===== src/rtl/instr_fetch_pkg.sv =====
// Shared definitions for the instruction fetch unit: FSM encoding,
// opcode field position, PC width/increment and next-PC select codes.
package instr_fetch_pkg;

  localparam int          PC_W   = 16;
  localparam logic [15:0] PC_INC = 16'd2;

  // Opcode field inside the instruction word
  localparam int OP_MSB = 15;
  localparam int OP_LSB = 12;

  // Fetch FSM encoding
  localparam logic [1:0] ST_IDLE  = 2'd0;
  localparam logic [1:0] ST_FETCH = 2'd1;
  localparam logic [1:0] ST_DRAIN = 2'd2;
  localparam logic [1:0] ST_HOLD  = 2'd3;

  // Next-PC select codes driven by the FSM into fetch_pc
  typedef logic [1:0] pc_sel_t;
  localparam pc_sel_t PC_KEEP  = 2'd0;
  localparam pc_sel_t PC_INCR  = 2'd1;
  localparam pc_sel_t PC_REDIR = 2'd2;
  localparam pc_sel_t PC_PEND  = 2'd3;

  // Instructions are halfword aligned, so bit 0 of any address is dropped
  function automatic logic [PC_W-1:0] align_pc(input logic [PC_W-1:0] a);
    return {a[PC_W-1:1], 1'b0};
  endfunction

endpackage


===== src/rtl/instr_fetch_pc.sv =====
// Program counter and pending-redirect register for the fetch unit.
// The FSM in instr_fetch chooses the next PC source; this block only
// holds the registers and performs the selected update.
module fetch_pc
  import instr_fetch_pkg::*;
#(
  parameter logic [15:0] RESET_PC = 16'h0000
) (
  input  logic        clock,
  input  logic        reset_n,
  input  logic [1:0]  pc_sel,
  input  logic        pend_we,
  input  logic [15:0] redirect_pc,
  output logic [15:0] pc,
  output logic [15:0] pending
);

  logic [PC_W-1:0] pc_q, pc_d;
  logic [PC_W-1:0] pend_q, pend_d;

  // Next-PC selection; pending is overwritten by the latest redirect
  always_comb begin
    pc_d   = pc_q;
    pend_d = pend_q;
    case (pc_sel)
      PC_INCR:  pc_d = pc_q + PC_INC;
      PC_REDIR: pc_d = align_pc(redirect_pc);
      PC_PEND:  pc_d = pend_q;
      default:  pc_d = pc_q;
    endcase
    if (pend_we) begin
      pend_d = align_pc(redirect_pc);
    end
  end

  // PC and pending registers with synchronous active-low reset
  always_ff @(posedge clock) begin
    if (!reset_n) begin
      pc_q   <= align_pc(RESET_PC);
      pend_q <= '0;
    end else begin
      pc_q   <= pc_d;
      pend_q <= pend_d;
    end
  end

  assign pc      = pc_q;
  assign pending = pend_q;

endmodule


===== src/rtl/instr_fetch.sv =====
// Instruction fetch unit: requests instructions from memory, holds one in
// the instruction register until decode accepts it, and handles branch
// redirects, including ones that arrive while a memory read is in flight.
//
// Handshakes: imem_req/imem_ack - imem_req and imem_addr stay constant
// until imem_ack is seen; a read completes only in a cycle with both high.
// instr_valid/instr_ready - an instruction is handed off only in a cycle
// with both high; instr, op and pc_out stay constant while instr_valid is
// high and not yet accepted.
module instr_fetch
  import instr_fetch_pkg::*;
#(
  parameter logic [15:0] RESET_PC = 16'h0000,
  parameter int          IW       = 16
) (
  input  logic          clock,
  input  logic          reset_n,
  output logic          imem_req,
  output logic [15:0]   imem_addr,
  input  logic          imem_ack,
  input  logic [IW-1:0] imem_rdata,
  output logic          instr_valid,
  input  logic          instr_ready,
  output logic [IW-1:0] instr,
  output logic [3:0]    op,
  output logic [15:0]   pc_out,
  input  logic          redirect_valid,
  input  logic [15:0]   redirect_pc,
  output logic [15:0]   fetch_count,
  output logic [1:0]    dbg_state
);

  logic [1:0]    state_q, state_d;
  logic [IW-1:0] ir_q;
  logic [15:0]   pc_out_q;
  logic [15:0]   count_q;

  logic [1:0]    pc_sel;
  logic          pend_we;
  logic          capture;
  logic          handoff;
  logic [15:0]   pc;
  logic [15:0]   pending;

  fetch_pc #(
    .RESET_PC(RESET_PC)
  ) u_fetch_pc (
    .clock      (clock),
    .reset_n    (reset_n),
    .pc_sel     (pc_sel),
    .pend_we    (pend_we),
    .redirect_pc(redirect_pc),
    .pc         (pc),
    .pending    (pending)
  );

  // FSM next state and PC control; redirect wins over every other event
  always_comb begin
    state_d = state_q;
    pc_sel  = PC_KEEP;
    pend_we = 1'b0;
    capture = 1'b0;
    handoff = 1'b0;
    case (state_q)
      ST_IDLE: begin
        state_d = ST_FETCH;
        if (redirect_valid) pc_sel = PC_REDIR;
      end
      ST_FETCH: begin
        if (redirect_valid) begin
          if (imem_ack) begin
            pc_sel  = PC_REDIR;
            state_d = ST_FETCH;
          end else begin
            // Read still in flight: remember the target, wait for the ack
            pend_we = 1'b1;
            state_d = ST_DRAIN;
          end
        end else if (imem_ack) begin
          capture = 1'b1;
          state_d = ST_HOLD;
        end
      end
      ST_DRAIN: begin
        if (redirect_valid) begin
          if (imem_ack) begin
            pc_sel  = PC_REDIR;
            state_d = ST_FETCH;
          end else begin
            pend_we = 1'b1;
          end
        end else if (imem_ack) begin
          pc_sel  = PC_PEND;
          state_d = ST_FETCH;
        end
      end
      ST_HOLD: begin
        if (redirect_valid) begin
          // Held instruction is on the wrong path: squash without counting
          pc_sel  = PC_REDIR;
          state_d = ST_FETCH;
        end else if (instr_ready) begin
          pc_sel  = PC_INCR;
          handoff = 1'b1;
          state_d = ST_FETCH;
        end
      end
      default: state_d = ST_IDLE;
    endcase
  end

  // State, instruction register, instruction PC and handoff counter
  always_ff @(posedge clock) begin
    if (!reset_n) begin
      state_q  <= ST_IDLE;
      ir_q     <= '0;
      pc_out_q <= '0;
      count_q  <= '0;
    end else begin
      state_q <= state_d;
      if (capture) begin
        ir_q     <= imem_rdata;
        pc_out_q <= pc;
      end
      if (handoff) begin
        count_q <= count_q + 16'd1;
      end
    end
  end

  // Reset gates the handshake outputs so nothing escapes while reset is held
  assign imem_req    = reset_n && ((state_q == ST_FETCH) || (state_q == ST_DRAIN));
  assign instr_valid = reset_n && (state_q == ST_HOLD);
  assign imem_addr   = pc;
  assign instr       = ir_q;
  assign op          = ir_q[OP_MSB:OP_LSB];
  assign pc_out      = pc_out_q;
  assign fetch_count = count_q;
  assign dbg_state   = state_q;

endmodule


===== config.mk =====
export PLATFORM = sky130hd
export DESIGN_NAME = instr_fetch
export DESIGN_NICKNAME = d
export VERILOG_FILES = /design/src/rtl/instr_fetch_pkg.sv /design/src/rtl/instr_fetch_pc.sv /design/src/rtl/instr_fetch.sv
export SDC_FILE = /design/constraint.sdc
export NUM_CORES = 1
export LEC_CHECK = 0
export CAP_MARGIN = 5
export CORE_ASPECT_RATIO = 0.9
export CORE_MARGIN = 4
export CORE_UTILIZATION = 35
export CTS_BUF_LIST = sky130_fd_sc_hd__clkbuf_4
export DETAILED_ROUTE_END_ITERATION = 8
export GPL_ROUTABILITY_DRIVEN = 0
export HOLD_SLACK_MARGIN = 0.12
export SYNTH_ARGS = -nofsm -noshare
export SYNTH_HDL_FRONTEND = slang
export SYNTH_SLANG_ARGS = --single-unit

===== constraint.sdc =====
create_clock -name clock -period 2.3 [get_ports clock]
set_clock_uncertainty 0.2 [all_clocks]
set_input_delay 0.345 -clock clock [delete_from_list [all_inputs] [get_ports clock]]
set_output_delay 0.345 -clock clock [all_outputs]
set_load 0.05 [all_outputs]

==> impl_metrics.py, run 1 <==
metrics = {
    "clock_tree": {
        "clock-sinks": 79,
        "clock_latency_at_the_later_pin_of_the_worst_skew_pair_ns": 0.44,
        "tritoncts": "built",
        "clk_pin_slew_ns": 0.14,
        "cts_root_buf": "sky130_fd_sc_hd__clkbuf_4",
        "clock_tree.buffer_depth": 2,
        "cts-htree-levels": 3,
        "cts_buffers": 9,
    },
    "power_and_ir_drop": {
        "p_total_uw": 3240,
        "powerDensity_mw_per_mm2": 638,
        "power_leakage_uw": 0.00210,
        "vdd_drop_max_mv": 0.357,
    },
    "hold_path": {
        "worst_hold_path_type": "in -> reg",
        "hold_path_startpoint": "imem_rdata[14]",
        "hold_depth": 3,
        "worstHoldEndpoint": "instr[14]",
    },
    "grt": {
        "global_route.usage.total": 0.171,
        "grt_start_max_net_pins": 42,
        "wire_length_of_the_first_global_routing_pass_um": 16600,
        "globalRouteOverflowTotal": 0,
        "first_global_vias": 3287,
        "antenna_found_initial": 0,
    },
    "routing": {
        "ant_nets": 0,
        "totalWireLength_um": 10100,
        "drt-vias-per-instance": 4.92,
        "num_vias": 3390,
        "drt_iter0_markers": 212,
        "remaining_drc_errors": 0,
        "routedWlPerCell_um": 14.6,
        "drt_pass1_iterations": 4,
    },
    "die": {
        "design.portCount": 109,
        "height_of_the_die_um": 104,
        "dieArea_mm2": 0.0119,
        "chip_width_um": 115,
        "initial_core_util": 0.364,
        "rows": 34,
        "core_area_mm2": 0.00983,
    },
    "timing": {
        "count_of_final_hold_check_violations": 0,
        "fin_setup_tns_ns": 0,
        "setup_repair_after_global_routing_missed_its_margin": "no",
        "final.hold.worst_slack_ns": 0.241,
        "setup_ws_post_layout_ns": 0.0897,
        "timing_max_transition_violations_final": 0,
        "timing.fmax_mhz": 452,
        "max_transition_margin": 0.581,
        "worst_slew_pin_slew_ns": 0.629,
        "report.final.setup_viol": 0,
        "period_minus_slack_ns": 2.21,
        "final.period_utilization": 0.961,
    },
    "worst_setup_path": {
        "critical-path-top-delay-family": "buffers and inverters",
        "crit-reg2reg-capture": "u_fetch_pc.pc[13]",
        "crit_required_ns": 1.75,
        "path_class": "reg -> out",
        "critical_path.endpoint_type": "primary output",
        "worstSetupStartpointType": "flip-flop",
        "timing.critical_path.fanout_max": 4,
        "r2r_cells": 8,
        "worstSetupStartpoint": "fetch_count[0]",
        "timing.critical_path.slowest_cell_delay_ns": 0.83,
        "r2r-start": "dbg_state[0]",
        "worst-path-buf-inv": 1,
        "timing.critical_path.arrival_ns": 1.67,
        "critical_path.slowest_cell": "sky130_fd_sc_hd__clkdlybuf4s50_1",
        "setup.reg_to_reg.worst_slack_ns": 0.23,
        "critical_path.cell_chain": "clkdlybuf4s50_1",
    },
    "logic_synthesis": {
        "synth_enable_flop_cells": 0,
        "postSynthAreaPerCell_um2": 7.99,
        "ys_dominant_reg_cell": "sky130_fd_sc_hd__dfxtp_1",
        "yosysWarningCount": 0,
        "synth.yosys.seq_area_share": 0.442,
        "ys_seq_elements": 79,
        "post_synth_num_cell_types": 50,
        "syn_area_mm2": 0.00358,
        "synthesis.instances": 448,
        "synth-async-reset-ratio": 0,
    },
    "layout": {
        "layout.area.seq_mm2": 0.00158,
        "multi_input_comb_area_mm2": 0.00183,
        "num-nets-final": 601,
        "final_core_util": 0.517,
        "fillCellCount": 961,
        "insertedDiodeCount": 0,
        "syn2layout_area_growth_pct": 41.8,
        "drive_above_1_share": 0.101,
    },
    "place": {
        "detailedPlace.worstSlack_ns": 0.0487,
        "placement.io_buffers": 105,
        "dp_hpwl_um": 7380,
    },
    "flow_run": {
        "timing.max_cap.violations": 0,
    },
    "status": {
        "status": "completed",
    },
}
[worst register-to-register path, delay by kind of cell, from the launching register on]
family	cells	cell delay [ns]
and+or+nand+nor	2	0.46
DFF	1	0.36
AOI/OAI and AO/OA	2	0.36
adders and majority gates	1	0.26
buffers and inverters	2	0.25
xor gates and xnor gates	1	0.10
[layout by cell type (no fill, tap or decap), drive strengths merged, types with 3 or more instances in the layout]
cell and count:
bufinv 3, ha 6, a311oi 3, inv 7, xnor2 13, or3 3, nand4 7, nand3 16
a21oi 53, o211a 7, clkdlybuf4s50 80, a22oi 3, xor2 11, o21ai 11, nor3 4, and3 4
clkbuf 11, a31oi 3, nand2 127, nor2 22, and4 4, dlymetal6s2s 10, dfxtp 79, and2 6
buf 29, dlygate4sd2 11
[cell families after synthesis]
kind of cell	Yosys count	share of synthesized area
other	1	0.00105
buffers and inverters	39	0.0496
adder cells (fa/ha/maj)	6	0.0210
AND/OR/NAND/NOR	207	0.266
flip-flops	79	0.442
XOR/XNOR	24	0.0587
multiplexers	3	0.0119
AO/OA/AOI/OAI	89	0.151
[synth_stat cells (all sizes together), types with 4 or more instances]
master / instances / share of area
nand2: 127 / 0.13
and4: 4 / 0.0098
o211a: 7 / 0.020
nand4: 7 / 0.012
xnor2: 13 / 0.032
nor3: 4 / 0.0087
nor2: 22 / 0.023
and3: 4 / 0.0070
xor2: 11 / 0.027
buf: 14 / 0.023
clkbuf: 18 / 0.019
and2: 6 / 0.010
nand3: 16 / 0.022
dfxtp: 79 / 0.44
o21ai: 11 / 0.016
a21oi: 53 / 0.074
ha: 6 / 0.021
inv: 7 / 0.0073
[layer usage]
metal | global-route usage | up-vias | share of wire
li1 | - | 1725 | -
met1 | 0.245 | 1555 | 0.48
met2 | 0.248 | 94 | 0.43
met3 | 0.0460 | 16 | 0.064
met4 | 0.0568 | 0 | 0.024
met5 | 0 | - | 0
[sequential cells by signal, summed over array words and instances (netlist names)]
name and cells:
fetch_count 16, dbg_state 2, pc_out 15, instr 16, u_fetch_pc.pc 15, u_fetch_pc.pending 15
[how the worst max path moves through the flow]
stage | depth (start not counted) | slack, ns | endpoint
finish | 1 | 0.09 | fetch_count[0]
global route | 1 | 0.004 | fetch_count[13]
CTS | 1 | 0.0007 | imem_addr[10]
detailed placement | 6 | 0.05 | u_fetch_pc.pc[8]
global placement | 6 | 0.06 | u_fetch_pc.pc[8]
floorplan | 6 | 0.03 | u_fetch_pc.pc[11]
[per-stage QoR]
stage / cell area [um^2] / std cells
2_1_floorplan: 3590 / 449
3_3_place_gp: 4870 / 673
3_5_place_dp: 4870 / 673
4_1_cts: 5050 / 689
5_1_grt: 5080 / 689
6_report: 5080 / 689
[what timing repair did]
action	4_1_cts	5_1_grt
endpoints found under the setup margin	11	11
setup buffers	0	0
pin swaps	0	0
gates resized for setup	11	11
hold buffers	0	0
[area by class of cell]
type,instances,share of cell area
Sequential cell,79,0.312
Inverter,7,0.00518
Multi-Input combinational cell,331,0.360
Clock buffer,11,0.0163
Clock inverter,5,0.0210
Tap cell,126,0.0311
Timing Repair Buffer,130,0.254
[where the power goes]
part	total, uW	internal [uW]	switching [uW]
combinational	669	253	416
clock	1070	577	496
sequential	1490	1430	65.5
(Power assumes the default switching activity.)
==> inputs of run 2 (changes only) <==
PLACE_DENSITY = 0.65   (was not set)
clock period = 1.8 ns   (was 2.3 ns; I/O delays follow)
==> impl_metrics.py, run 2 (synthesized netlist as in run 1, its figures left out) <==
metrics = {
    "status": {
        "status": "finished with violations",
        "failing_checks": "setup timing",
    },
    "routing": {
        "routedWlPerCell_um": 16.4,
        "drt_iter0_markers": 242,
        "remaining_drc_errors": 0,
        "ant_nets": 0,
        "num_vias": 3733,
        "drt_pass1_iterations": 4,
        "drt-vias-per-instance": 5.11,
        "totalWireLength_um": 12000,
    },
    "worst_setup_path": {
        "path_class": "reg -> reg",
        "critical-path-top-delay-family": "multiplexers",
        "timing.critical_path.arrival_ns": 2.11,
        "worst-path-buf-inv": 1,
        "timing.critical_path.slowest_cell_delay_ns": 0.41,
        "timing.critical_path.fanout_max": 4,
        "critical_path.slowest_cell": "sky130_fd_sc_hd__mux4_2",
        "critical_path.endpoint_type": "flip-flop",
        "crit_required_ns": 1.95,
        "worstSetupStartpointType": "flip-flop",
        "critical_path.cell_chain": "buf_4, ha_4, and2_4, o21ai_4, nand2_2, mux4_2, and2_1",
    },
    "grt": {
        "globalRouteOverflowTotal": 0,
        "antenna_found_initial": 0,
        "first_global_vias": 3564,
        "wire_length_of_the_first_global_routing_pass_um": 18100,
        "grt_start_max_net_pins": 48,
        "global_route.usage.total": 0.186,
    },
    "die": {
        "initial_core_util": 0.364,
        "height_of_the_die_um": 104,
        "chip_width_um": 115,
        "design.portCount": 109,
        "rows": 34,
        "dieArea_mm2": 0.0119,
        "core_area_mm2": 0.00983,
    },
    "power_and_ir_drop": {
        "power_leakage_uw": 0.00234,
        "p_total_uw": 4030,
        "powerDensity_mw_per_mm2": 696,
        "vdd_drop_max_mv": 0.372,
    },
    "layout": {
        "final_core_util": 0.590,
        "syn2layout_area_growth_pct": 61.9,
        "num-nets-final": 643,
        "layout.area.seq_mm2": 0.00161,
        "most_common_cell_after_layout_fill_and_taps_aside": "sky130_fd_sc_hd__nand2_1",
        "insertedDiodeCount": 0,
        "fillCellCount": 854,
        "drive_above_1_share": 0.397,
        "leading_cell_types_in_the_layout_fill_and_taps_excluded": "sky130_fd_sc_hd__nand2_1, sky130_fd_sc_hd__buf_4, sky130_fd_sc_hd__dfxtp_1, sky130_fd_sc_hd__a21oi_1, sky130_fd_sc_hd__clkdlybuf4s50_1",
        "multi_input_comb_area_mm2": 0.00220,
    },
    "place": {
        "detailedPlace.worstSlack_ns": -0.471,
        "dp_hpwl_um": 8050,
        "placement.io_buffers": 105,
    },
    "timing": {
        "final.period_utilization": 1.09,
        "report.final.setup_viol": 54,
        "setup_repair_after_global_routing_missed_its_margin": "yes",
        "timing_max_transition_violations_final": 0,
        "count_of_final_hold_check_violations": 0,
        "setup_ws_post_layout_ns": -0.163,
        "timing.fmax_mhz": 509,
        "period_minus_slack_ns": 1.96,
    },
    "clock_tree": {
        "clock_latency_at_the_later_pin_of_the_worst_skew_pair_ns": 0.44,
        "tritoncts": "built",
        "clk_pin_slew_ns": 0.14,
        "clock_tree.buffer_depth": 2,
        "cts_root_buf": "sky130_fd_sc_hd__clkbuf_4",
        "holdBufCountCts": 0,
        "cts_buffers": 9,
        "clock-sinks": 79,
        "cts-htree-levels": 3,
    },
    "flow_run": {
        "timing.max_cap.violations": 0,
    },
    "hold_path": {
        "worst_hold_path_type": "in -> reg",
    },
}
## run 2: where the power goes
part / switching, uW / leakage [uW] / total (uW) / internal [uW]
clock: 694 / 0.0000648 / 993 / 298
sequential: 92.2 / 0.000648 / 1920 / 1830
combinational: 628 / 0.00163 / 1120 / 490
## run 2: worst paths after layout
kind                   from                to  slack, ns  cells past startpoint
max            dbg_state[0]  u_fetch_pc.pc[2]      -0.16                      7
min          imem_rdata[13]         instr[13]       0.17                      3
max reg2reg    dbg_state[0]  u_fetch_pc.pc[2]      -0.16                      7
min reg2reg      pc_out[14]        pc_out[14]       0.26                      2
## run 2: through the flow
step	hold WS (ns)	instance area [um^2]	TNS, ns	cells
6_report	0.166	5800	-3.94	731
3_5_place_dp	0.247	5110	-17.20	698
3_3_place_gp	0.243	5110	-16.38	698
2_1_floorplan	0.201	3720	-1.89	449
5_1_grt	0.137	5800	-8.29	731
4_1_cts	0.143	5450	-1.54	720
## run 2: per-layer routing
layer  up-vias  track usage  routed length, um
met5         -            0                  0
met4         0       0.0619                244
met3        18       0.0425                648
met2       122        0.293               5780
met1      1771        0.249               5330
li1       1822            -                  -
## run 2: layout make-up
cell class | instances | share of cell area
clock inverters | 7 | 0.00950
clock buffers | 9 | 0.0117
inverters | 7 | 0.00540
repair buffers | 172 | 0.289
multi-input cells | 331 | 0.380
well taps | 126 | 0.0272
flip-flops and latches | 79 | 0.278
## run 2: worst register-to-register path, cell delays in order, from the launching register on
cell	delay (ns)
sky130_fd_sc_hd__dfxtp_4	0.40
sky130_fd_sc_hd__buf_4	0.15
sky130_fd_sc_hd__ha_4	0.16
sky130_fd_sc_hd__and2_4	0.14
sky130_fd_sc_hd__o21ai_4	0.16
sky130_fd_sc_hd__nand2_2	0.10
sky130_fd_sc_hd__mux4_2	0.41
sky130_fd_sc_hd__and2_1	0.14
## run 2: repair_timing
| action | in CTS | in global routing |
|---|---|---|
| resized for setup | 45 | 48 |
| cloned | 0 | 5 |
| pin swaps | 17 | 33 |
| setup buffers | 6 | 7 |
| setup endpoints to repair | 28 | 74 |
